File: src/rtl/instructions_pkg.sv
// instructions_pkg: instruction and fetch-stage types shared by fetch and decode
package instructions_pkg;

    localparam int WORD_BYTES = 4;

    typedef enum logic [6:0] {
        OP_LOAD   = 7'b0000011,
        OP_IMM    = 7'b0010011,
        OP_AUIPC  = 7'b0010111,
        OP_STORE  = 7'b0100011,
        OP_REG    = 7'b0110011,
        OP_LUI    = 7'b0110111,
        OP_BRANCH = 7'b1100011,
        OP_JALR   = 7'b1100111,
        OP_JAL    = 7'b1101111,
        OP_SYSTEM = 7'b1110011
    } inst_type_e;

    typedef struct packed {
        logic [11:0] imm;
        logic [4:0]  rs1;
        logic [2:0]  funct3;
        logic [4:0]  rd;
        inst_type_e  opcode;
    } i_type_t;

    typedef struct packed {
        logic [24:0] payload;
        inst_type_e  opcode;
    } instruction_t;

    typedef struct packed {
        logic [31:0]  pc;
        instruction_t inst;
    } fetch_entry_t;

    typedef enum logic [1:0] {
        IDLE,
        FETCH,
        FLUSH
    } fetch_state_e;

    function automatic logic [31:0] align_word(input logic [31:0] a);
        return a & ~32'd3;
    endfunction

endpackage

File: src/rtl/inst_fifo.sv
// inst_fifo: synchronous FIFO with flush; push while full is accepted only together with a pop
//   clk, rst_n        clock, asynchronous active-low reset
//   flush_i           empties the FIFO on the next edge (wins over push/pop)
//   push_i, data_i    write side
//   pop_i, data_o     read side; data_o is the head entry
//   full_o, empty_o   status
//   count_o           number of stored entries (0..DEPTH)
module inst_fifo #(
    parameter int WIDTH = 32,
    parameter int DEPTH = 4
) (
    input  logic                     clk,
    input  logic                     rst_n,
    input  logic                     flush_i,
    input  logic                     push_i,
    input  logic [WIDTH-1:0]         data_i,
    input  logic                     pop_i,
    output logic [WIDTH-1:0]         data_o,
    output logic                     full_o,
    output logic                     empty_o,
    output logic [$clog2(DEPTH):0]   count_o
);
    localparam int AW = $clog2(DEPTH);

    logic [WIDTH-1:0] mem_q [DEPTH];
    logic [AW-1:0]    wr_q, rd_q;
    logic [AW:0]      cnt_q;
    logic             do_push, do_pop;

    assign full_o  = cnt_q == (AW+1)'(DEPTH);
    assign empty_o = cnt_q == '0;
    assign count_o = cnt_q;
    assign data_o  = mem_q[rd_q];
    assign do_push = push_i && (!full_o || pop_i);
    assign do_pop  = pop_i && !empty_o;

    always_ff @(posedge clk or negedge rst_n) begin
        if (!rst_n) begin
            wr_q  <= '0;
            rd_q  <= '0;
            cnt_q <= '0;
        end else if (flush_i) begin
            wr_q  <= '0;
            rd_q  <= '0;
            cnt_q <= '0;
        end else begin
            wr_q  <= wr_q + AW'(do_push);
            rd_q  <= rd_q + AW'(do_pop);
            cnt_q <= cnt_q + (AW+1)'(do_push) - (AW+1)'(do_pop);
        end
    end

    // storage needs no reset: reads of empty entries are masked by the user
    always_ff @(posedge clk) begin
        if (do_push) mem_q[wr_q] <= data_i;
    end

endmodule

File: src/rtl/inst_fetch_unit.sv
// inst_fetch_unit: sequential-PC fetch stage with credit-based instruction buffer and flush
//   clk, rst_n                          clock, asynchronous active-low reset
//   flush_i, flush_pc_i                 redirect pulse and target (low two bits ignored)
//   imem_req_valid_o/ready_i/addr_o     word read request to instruction memory
//   imem_rsp_valid_i/data_i             in-order read response (valid only)
//   inst_valid_o/ready_i, inst_o, pc_o  {pc, instruction} towards decode
module inst_fetch_unit
    import instructions_pkg::*;
#(
    parameter logic [31:0] RESET_PC   = 32'h0000_0000,
    parameter int          FIFO_DEPTH = 4
) (
    input  logic         clk,
    input  logic         rst_n,
    input  logic         flush_i,
    input  logic [31:0]  flush_pc_i,
    output logic         imem_req_valid_o,
    input  logic         imem_req_ready_i,
    output logic [31:0]  imem_req_addr_o,
    input  logic         imem_rsp_valid_i,
    input  logic [31:0]  imem_rsp_data_i,
    output logic         inst_valid_o,
    input  logic         inst_ready_i,
    output instruction_t inst_o,
    output logic [31:0]  pc_o
);
    localparam int CNT_W  = $clog2(FIFO_DEPTH) + 1;
    // repeated flushes while draining can stack squashed reads beyond FIFO_DEPTH
    localparam int DROP_W = 16;

    fetch_state_e      state_q, state_d;
    logic [31:0]       fetch_pc_q, fetch_pc_d;
    logic [DROP_W-1:0] drop_cnt_q, drop_cnt_d;

    logic [CNT_W-1:0]  pcq_count, ibuf_count;
    logic [CNT_W:0]    in_use;
    logic              pcq_full, pcq_empty, ibuf_full, ibuf_empty;
    logic [31:0]       pcq_head;
    fetch_entry_t      ibuf_din, ibuf_head;
    logic              req_fire, rsp_keep, rsp_drop, inst_fire;

    // credit: each accepted read owns a buffer slot until its instruction is consumed
    assign in_use           = {1'b0, pcq_count} + {1'b0, ibuf_count};
    assign imem_req_valid_o = (state_q != IDLE) && !flush_i && (in_use < (CNT_W+1)'(FIFO_DEPTH));
    assign imem_req_addr_o  = fetch_pc_q;
    assign req_fire         = imem_req_valid_o && imem_req_ready_i;
    assign rsp_drop         = imem_rsp_valid_i && (drop_cnt_q != '0);
    assign rsp_keep         = imem_rsp_valid_i && (drop_cnt_q == '0);
    assign inst_fire        = inst_valid_o && inst_ready_i;
    assign ibuf_din         = '{pc: pcq_head, inst: instruction_t'(imem_rsp_data_i)};

    assign inst_valid_o = !ibuf_empty;
    assign inst_o       = ibuf_empty ? '0 : ibuf_head.inst;
    assign pc_o         = ibuf_empty ? '0 : ibuf_head.pc;

    inst_fifo #(.WIDTH(32), .DEPTH(FIFO_DEPTH)) u_pcq (
        .clk     (clk),
        .rst_n   (rst_n),
        .flush_i (flush_i),
        .push_i  (req_fire),
        .data_i  (fetch_pc_q),
        .pop_i   (rsp_keep),
        .data_o  (pcq_head),
        .full_o  (pcq_full),
        .empty_o (pcq_empty),
        .count_o (pcq_count)
    );

    inst_fifo #(.WIDTH($bits(fetch_entry_t)), .DEPTH(FIFO_DEPTH)) u_ibuf (
        .clk     (clk),
        .rst_n   (rst_n),
        .flush_i (flush_i),
        .push_i  (rsp_keep && !flush_i),
        .data_i  (ibuf_din),
        .pop_i   (inst_fire),
        .data_o  (ibuf_head),
        .full_o  (ibuf_full),
        .empty_o (ibuf_empty),
        .count_o (ibuf_count)
    );

    // on flush every read still tracked in the PC queue becomes a drop; a response
    // arriving in the flush cycle is discarded either way, hence the net -1
    always_comb begin
        fetch_pc_d = flush_i  ? align_word(flush_pc_i)
                   : req_fire ? fetch_pc_q + 32'(WORD_BYTES)
                   : fetch_pc_q;
        drop_cnt_d = flush_i ? drop_cnt_q + DROP_W'(pcq_count) + DROP_W'(req_fire) - DROP_W'(imem_rsp_valid_i)
                   : drop_cnt_q - DROP_W'(rsp_drop);
        state_d    = (state_q == IDLE) ? FETCH : (drop_cnt_d != '0) ? FLUSH : FETCH;
    end

    always_ff @(posedge clk or negedge rst_n) begin
        if (!rst_n) begin
            state_q    <= IDLE;
            fetch_pc_q <= RESET_PC;
            drop_cnt_q <= '0;
        end else begin
            state_q    <= state_d;
            fetch_pc_q <= fetch_pc_d;
            drop_cnt_q <= drop_cnt_d;
        end
    end

    a_rsp_expected: assert property (@(posedge clk) disable iff (!rst_n)
        imem_rsp_valid_i |-> (drop_cnt_q != '0 || !pcq_empty));
    a_pcq_no_overflow: assert property (@(posedge clk) disable iff (!rst_n)
        req_fire |-> !pcq_full);
    a_ibuf_no_overflow: assert property (@(posedge clk) disable iff (!rst_n)
        (rsp_keep && !flush_i) |-> (!ibuf_full || inst_fire));

endmodule

File: config.mk
export PLATFORM = sky130hd
export DESIGN_NAME = inst_fetch_unit
export DESIGN_NICKNAME = d
export VERILOG_FILES = /design/src/rtl/instructions_pkg.sv /design/src/rtl/inst_fifo.sv /design/src/rtl/inst_fetch_unit.sv
export SDC_FILE = /design/constraint.sdc
export NUM_CORES = 1
export LEC_CHECK = 0
export CAP_MARGIN = 10
export CORE_MARGIN = 2
export CORE_UTILIZATION = 30
export CTS_CLUSTER_DIAMETER = 40
export CTS_CLUSTER_SIZE = 16
export DETAILED_ROUTE_END_ITERATION = 16
export HOLD_SLACK_MARGIN = 0.12
export PLACE_DENSITY = 0.47
export SETUP_SLACK_MARGIN = 0.1
export SLEW_MARGIN = 20
export SYNTH_ARGS = -nofsm -noshare
export SYNTH_HDL_FRONTEND = slang
export SYNTH_SLANG_ARGS = --single-unit
File: constraint.sdc
create_clock -name clk -period 8 [get_ports clk]
set_clock_uncertainty 0.05 [all_clocks]
set_input_delay 0.8 -clock clk [delete_from_list [all_inputs] [get_ports clk]]
set_output_delay 0.8 -clock clk [all_outputs]
set_load 0.05 [all_outputs]
Yosys cells after proc, flatten, opt, wreduce, memory -nomap -nowiden
Memories as Yosys holds them, arrays and structs flattened.
Cells that the tools add are included.
{"block": "classes", "magnitude_cmp": 1, "mux": 17, "n_addsub": 14, "n_reduce_logical": 26, "n_eq_ne": 2}
{"cell": "32-bit two-way mux", "count": 4}
{"cell": "32-bit by 3-bit adder with 32-bit output (second input constant)", "count": 1}
{"cell": "16-bit nonzero test", "count": 2}
{"cell": "16-bit by 1-bit subtractor with 16-bit output", "count": 2}
{"cell": "16-bit by 1-bit adder with 16-bit output", "count": 1}
{"cell": "16-bit by 3-bit adder with 16-bit output", "count": 1}
{"cell": "16-bit zero test", "count": 1}
{"cell": "16-bit two-way mux", "count": 1}
{"cell": "2-bit two-way mux", "count": 6}
{"cell": "1-bit logical AND", "count": 11}
{"cell": "2-bit by 1-bit adder with 2-bit output", "count": 4}
{"cell": "3-bit by 1-bit adder with 3-bit output", "count": 2}
{"cell": "3-bit equality test (second input constant)", "count": 2}
{"cell": "3-bit zero test", "count": 2}
{"cell": "3-bit two-way mux", "count": 2}
{"cell": "3-bit by 1-bit subtractor with 3-bit output", "count": 2}
{"cell": "1-bit zero test", "count": 5}
{"cell": "3-bit by 3-bit adder with 4-bit output", "count": 1}
{"cell": "4-bit by 3-bit less-than comparator with 1-bit output (second input constant)", "count": 1}
{"cell": "1-bit two-way mux", "count": 4}
{"cell": "2-bit nonzero test", "count": 2}
{"cell": "2-bit zero test", "count": 1}
{"cell": "1-bit logical OR", "count": 2}
{"block": "totals", "mem_count": 2, "register_bits": 64, "ramBits": 384, "out_inout_bits": 98, "input_bits": 70, "wordCells": 71}
{"name": "u_ibuf.mem_q", "words": 4, "width": 64, "rd": 1, "rd_ports_with_merged_regs": 0, "write_ports": 1, "line": "inst_fifo.sv:25", "text": "logic [WIDTH-1:0] mem_q [DEPTH];"}
{"name": "u_pcq.mem_q", "words": 4, "width": 32, "rd": 1, "rd_ports_with_merged_regs": 0, "write_ports": 1, "line": "inst_fifo.sv:25"}

Depth between registers and ports, before layout
{"block": "logic_depth", "depth_word": 10, "depth_mapped": 21, "mapped_depth_nobuf": 18}

Hierarchy
A second synthesis with hierarchy kept.
{"block": "unflattened", "cells_unflattened": 1100, "hier_area_um2": 19164.6}
{"module": "inst_fifo (u_ibuf)", "seq_area_each_um2": 7862.5, "area_each_um2": 9718.1, "cells_each": 369, "n_inst": 1}
{"module": "inst_fifo (u_pcq)", "seq_area_each_um2": 4018.9, "area_each_um2": 5072.4, "cells_each": 203, "n_inst": 1}
{"module": "inst_fetch_unit", "seq_area_each_um2": 1201.2, "area_each_um2": 4374.2, "cells_each": 528, "n_inst": 1}

Worst setup path after synthesis
Ideal clock, no wire load.
{"block": "synth_path", "path_kind": "input to register", "startpoint": "input flush_i", "endpoint": "memory u_ibuf.mem_q[0][0] (netlist bit) (enable)", "stages": 4, "n_path_buf": 2, "arrival_ns": 6.146, "path_slack_ns": 1.232, "required_ns": 7.378, "setup_time_ns": 0.572, "path_cell_list": "buf_4 buf_2 nor3_1 nor3b_1"}
{"block": "synth_via", "elab_chain_len": 5}
{"element": "from (decl)", "line": "inst_fetch_unit.sv:15", "text": "input logic flush_i,"}
{"element": "1-bit zero test", "line": "inst_fetch_unit.sv:73", "text": ".push_i (rsp_keep && !flush_i),"}
{"element": "1-bit logical AND", "line": "inst_fetch_unit.sv:73"}
{"element": "1-bit logical AND", "line": "inst_fifo.sv:34", "text": "assign do_push = push_i && (!full_o || pop_i);"}
{"element": "1-bit two-way mux", "line": "inst_fifo.sv:55", "text": "if (do_push) mem_q[wr_q] <= data_i;"}
{"element": "1-bit two-way mux (implied by the code)", "line": "inst_fifo.sv:55"}
{"element": "to (decl)", "line": "inst_fifo.sv:25"}
No other way between the ends.

Worst setup path in the final report
{"block": "layout_path", "startpoint": "register u_pcq.cnt_q[2] (netlist: u_pcq.count_o[2])", "endpoint": "register state_q[1]"}
{"block": "layout_via", "elab_chain_len": 10, "elab_cells_between_ends": 11, "cone_classes": "4 x add/sub; 1 x order compare; 3 x mux; 3 x reduce/logical"}
{"element": "from (decl)", "line": "inst_fifo.sv:27", "text": "logic [AW:0] cnt_q;"}
{"element": "from (signal assigned)", "line": "inst_fifo.sv:49", "text": "cnt_q <= cnt_q + (AW+1)'(do_push) - (AW+1)'(do_pop);"}
{"element": "3-bit by 3-bit adder with 4-bit output", "line": "inst_fetch_unit.sv:43", "text": "assign in_use = {1'b0, pcq_count} + {1'b0, ibuf_count};"}
{"element": "4-bit by 3-bit less-than comparator with 1-bit output", "line": "inst_fetch_unit.sv:44", "text": "assign imem_req_valid_o = (state_q != IDLE) && !flush_i && (in_use < (CNT_W+1)'(FIFO_DEPTH));"}
{"element": "1-bit logical AND", "line": "inst_fetch_unit.sv:44"}
{"element": "1-bit logical AND", "line": "inst_fetch_unit.sv:46", "text": "assign req_fire = imem_req_valid_o && imem_req_ready_i;"}
{"element": "16-bit by 1-bit adder with 16-bit output *", "line": "inst_fetch_unit.sv:88", "text": "drop_cnt_d = flush_i ? drop_cnt_q + DROP_W'(pcq_count) + DROP_W'(req_fire) - DROP_W'(imem_rsp_valid_i)"}
{"element": "16-bit by 1-bit subtractor with 16-bit output *", "line": "inst_fetch_unit.sv:88"}
{"element": "16-bit two-way mux *", "line": "inst_fetch_unit.sv:88"}
{"element": "via drop_cnt_d[8]", "line": "inst_fetch_unit.sv:33", "text": "logic [DROP_W-1:0] drop_cnt_q, drop_cnt_d;"}
{"element": "16-bit nonzero test *", "line": "inst_fetch_unit.sv:90", "text": "state_d = (state_q == IDLE) ? FETCH : (drop_cnt_d != '0) ? FLUSH : FETCH;"}
{"element": "2-bit two-way mux * (2 in a row)", "line": "inst_fetch_unit.sv:90"}
{"element": "via state_d[1]", "line": "inst_fetch_unit.sv:31", "text": "fetch_state_e state_q, state_d;"}
{"element": "to (signal assigned)", "line": "inst_fetch_unit.sv:99", "text": "state_q <= state_d;"}
{"element": "to (decl)", "line": "inst_fetch_unit.sv:31"}
Mark *: on every way through the listed nets, which the timed path passes. The rest lies on a longest branch.
A chain may end at the register's enable or synchronous reset.

==> flow_summary.json <==
{
  "status": "complete, no violations",
  "final_cells": 2140,
  "power_density_mw_per_mm2": 386,
  "io_buffers": 161,
  "numPlacedInstances": 1991,
  "synth.top_cell.area_share_pct": 60.5,
  "peakVddDrop_mv": 0.238,
  "syn_inst": 1078,
  "synth_commonest_cells": "368 x edfxtp_1, 92 x mux4_2, 75 x nor2b_1",
  "postCtsHoldBufs": 0,
  "post-route-period-util_pct": 62.9,
  "synth_area_leaders": "edfxtp_1 61%, mux4_2 11%, dfrtp_1 8.5%",
  "worst_ep_arrival_time_ns": 5.45,
  "syn_avg_cell_area_sq_um": 16.9,
  "p_leak_nw": 8.11,
  "worstRegToRegCells": 18,
  "initial_core_util_pct": 30.3,
  "grtUsageTotal_pct": 14.3,
  "drive_gt1_share_pct": 19.2,
  "yosysSeqAreaShare_pct": 69.0,
  "drt-initial-drc-count": 489,
  "r2r_slack_ns": 2.97,
  "clock.fmax_mhz": 199,
  "rr_startpoint": "u_pcq.count_o[2]$_DFF_PN0_",
  "clk_pin_slew_ns": 0.04,
  "cts-root-buf": "clkbuf_16",
  "start_kind": "register",
  "p_comb_share_pct": 30.4,
  "grt_max_degree": 76,
  "whs_ns": 0.394,
  "drc": 0,
  "drv_slew": 0,
  "layout.nets": 1409,
  "nFillCells": 5526,
  "relSlewSlack_pct": 34.8,
  "gp_congestion": 0.777,
  "grt_pass1_wl_mm": 67.6,
  "multiInputGateArea_sq_mm": 0.00532,
  "area_growth_pct": 29.9,
  "place_ws_ns": 2.61,
  "gr-total-overflow": 0,
  "clk_path_buf_depth": 3,
  "fin_setup_tns_ns": 0,
  "final.setup.worst_slack_ns": 2.97,
  "yosysWarnings": 0,
  "yosys.cell_count.top_type": "edfxtp_1",
  "die_w_um": 251,
  "synth.distinct_cells": 66,
  "hpwlAfterDp_mm": 26.5,
  "synth_edf_count": 368,
  "timing.rr.end": "state_q[1]$_DFF_PN0_",
  "wl_per_cell_um": 20.7,
  "via_count": 10289,
  "required_ns": 8.42,
  "design.core.area_sq_mm": 0.0602,
  "synth_area_sq_mm": 0.0183,
  "ioPinCount": 168,
  "worstSetupPathType": "register to register",
  "die_area_sq_mm": 0.0628,
  "grt_pass1_vias": 11040,
  "cts_tree": "built",
  "antenna_found_initial": 0,
  "clk_latency_ns": 0.59,
  "end_kind": "register",
  "drtPass1Iterations": 7,
  "async_flop_share_pct": 14.4,
  "sw_frac_of_total_pct": 33.4,
  "wirelength_mm": 44.4,
  "htreeDepth": 3,
  "cts_buffers": 80,
  "path_max_fanout": 4,
  "p_int_w": 0.00610,
  "diodes": 0,
  "power.share.clock_pct": 39.1,
  "period_minus_slack_ns": 5.03,
  "ant_nets": 0,
  "worstMarginPinSlew_ns": 0.977,
  "clock-sinks": 430,
  "rsz0062_at_grt": "false",
  "postCtsSetupBuffers": 0,
  "p_switching_w": 0.00306,
  "vias_per_cell": 4.81,
  "hold_class": "input port to async pin",
  "ys_seq_elements": 430,
  "cts_resized": 0,
  "cap_violations": 0,
  "rows": 90,
  "pwr-share-seq_pct": 30.5,
  "seqCellArea_sq_mm": 0.0126,
  "worstSetupStartpoint": "u_pcq.count_o[2]$_DFF_PN0_",
  "die_h_um": 251,
  "hold_viol": 0,
  "ys.flop_type": "edfxtp_1",
  "yosys.area.top_type": "edfxtp_1",
  "finalSetupViolCount": 0
}
## layout make-up
type,count,area share (%)
clock inverter,51,3.30
sequential,430,53.2
multi-input combinational,554,22.4
clock buffer,98,8.91
tap,782,4.13
inverter,47,0.744
timing repair buffer,178,7.29
## per-layer routing
metal	global-route usage [%]	wire (um)	vias to the layer above	share of wire, %
met5	0	0	-	0
met1	18.5	19700	5305	44
met4	4.62	949	0	2.1
li1	-	-	4674	-
met2	23.4	21500	234	48
met3	3.94	2220	76	5.0
## worst max-delay path, cell delays in order, from the launching register on
cell and delay (ns):
dfrtp_1 0.42, ha_1 0.31, nor4_1 0.20, o21ai_0 0.12
a31oi_1 0.22, and2_1 0.20, inv_1 0.07, ha_1 0.27
inv_1 0.04, fa_1 0.41, fa_1 0.45, a211o_1 0.35
a2111oi_4 0.43, o31ai_1 0.15, xor2_1 0.14, a21oi_1 0.10
nor4_1 0.57, nand4b_1 0.21, o22a_1 0.19
## worst max-delay path by stage
stage	end	slack [ns]
floorplan	u_ibuf.mem_q[0][0]$_DFFE_PP_	1.23
global placement	state_q[1]$_DFF_PN0_	2.69
detailed placement	state_q[1]$_DFF_PN0_	2.61
CTS	state_q[1]$_DFF_PN0_	2.88
global route	state_q[1]$_DFF_PN0_	2.61
finish	state_q[1]$_DFF_PN0_	2.97
## state kept, by name (all words and copies together) (netlist names)
name / count
drop_cnt_q: 16
u_ibuf.mem_q: 248
u_ibuf.count_o: 3
state_q: 2
u_ibuf.wr_q: 2
u_pcq.count_o: 3
u_pcq.wr_q: 2
u_ibuf.rd_q: 2
u_pcq.mem_q: 120
imem_req_addr_o: 30
u_pcq.rd_q: 2
## logic make-up after synthesis
family	Yosys count	share of synthesized area, %
other cells	1	0.0205
xor+xnor	28	1.34
mux	94	11.5
simple gates	256	7.76
compound gates	124	4.82
buf+inv	97	2.12
fa+ha+maj	48	3.45
flops	430	69.0
## power by group through the flow
stage,combinational [W],clock (W),sequential [W]
global route,0.00301,0.00378,0.00282
CTS,0.00283,0.00367,0.00280
finish,0.00279,0.00358,0.00279
detailed placement,0.00282,0,0.00284
global placement,0.00282,0,0.00283
floorplan,0.00194,0,0.00282
## per-stage QoR
stage | area [sq um] | total power (W) | utilization [%]
3_3_place_gp | 20800 | 0.00566 | 34.5
4_1_cts | 23700 | 0.00930 | 39.4
3_5_place_dp | 20800 | 0.00566 | 34.6
5_1_grt | 23700 | 0.00961 | 39.4
6_report | 23700 | 0.00916 | 39.4
2_1_floorplan | 18300 | 0.00476 | -
## cell usage in the layout, fill, tap and decap left out, types with 10 or more instances in the layout
| master | Yosys | final |
|---|---|---|
| a31oi_1 | 13 | 13 |
| a21oi_1 | 19 | 19 |
| clkbuf_1 | 27 | 16 |
| nor2_1 | 39 | 35 |
| mux4_2 | 92 | 92 |
| bufinv_16 | 0 | 17 |
| clkdlybuf4s50_1 | 0 | 159 |
| inv_1 | 47 | 47 |
| o21ai_0 | 35 | 35 |
| clkinv_2 | 0 | 13 |
| nand2_1 | 45 | 45 |
| clkbuf_16 | 0 | 82 |
| ha_1 | 44 | 44 |
| edfxtp_1 | 368 | 368 |
| a221o_1 | 11 | 11 |
| nand3_1 | 17 | 17 |
| clkinvlp_4 | 0 | 10 |
| and3_1 | 16 | 15 |
| nor3_1 | 16 | 15 |
| xnor2_1 | 23 | 23 |
| buf_4 | 5 | 17 |
| nor2b_1 | 75 | 75 |
| dfrtp_1 | 62 | 59 |
No activity file was read; power rests on OpenSTA's default activity.
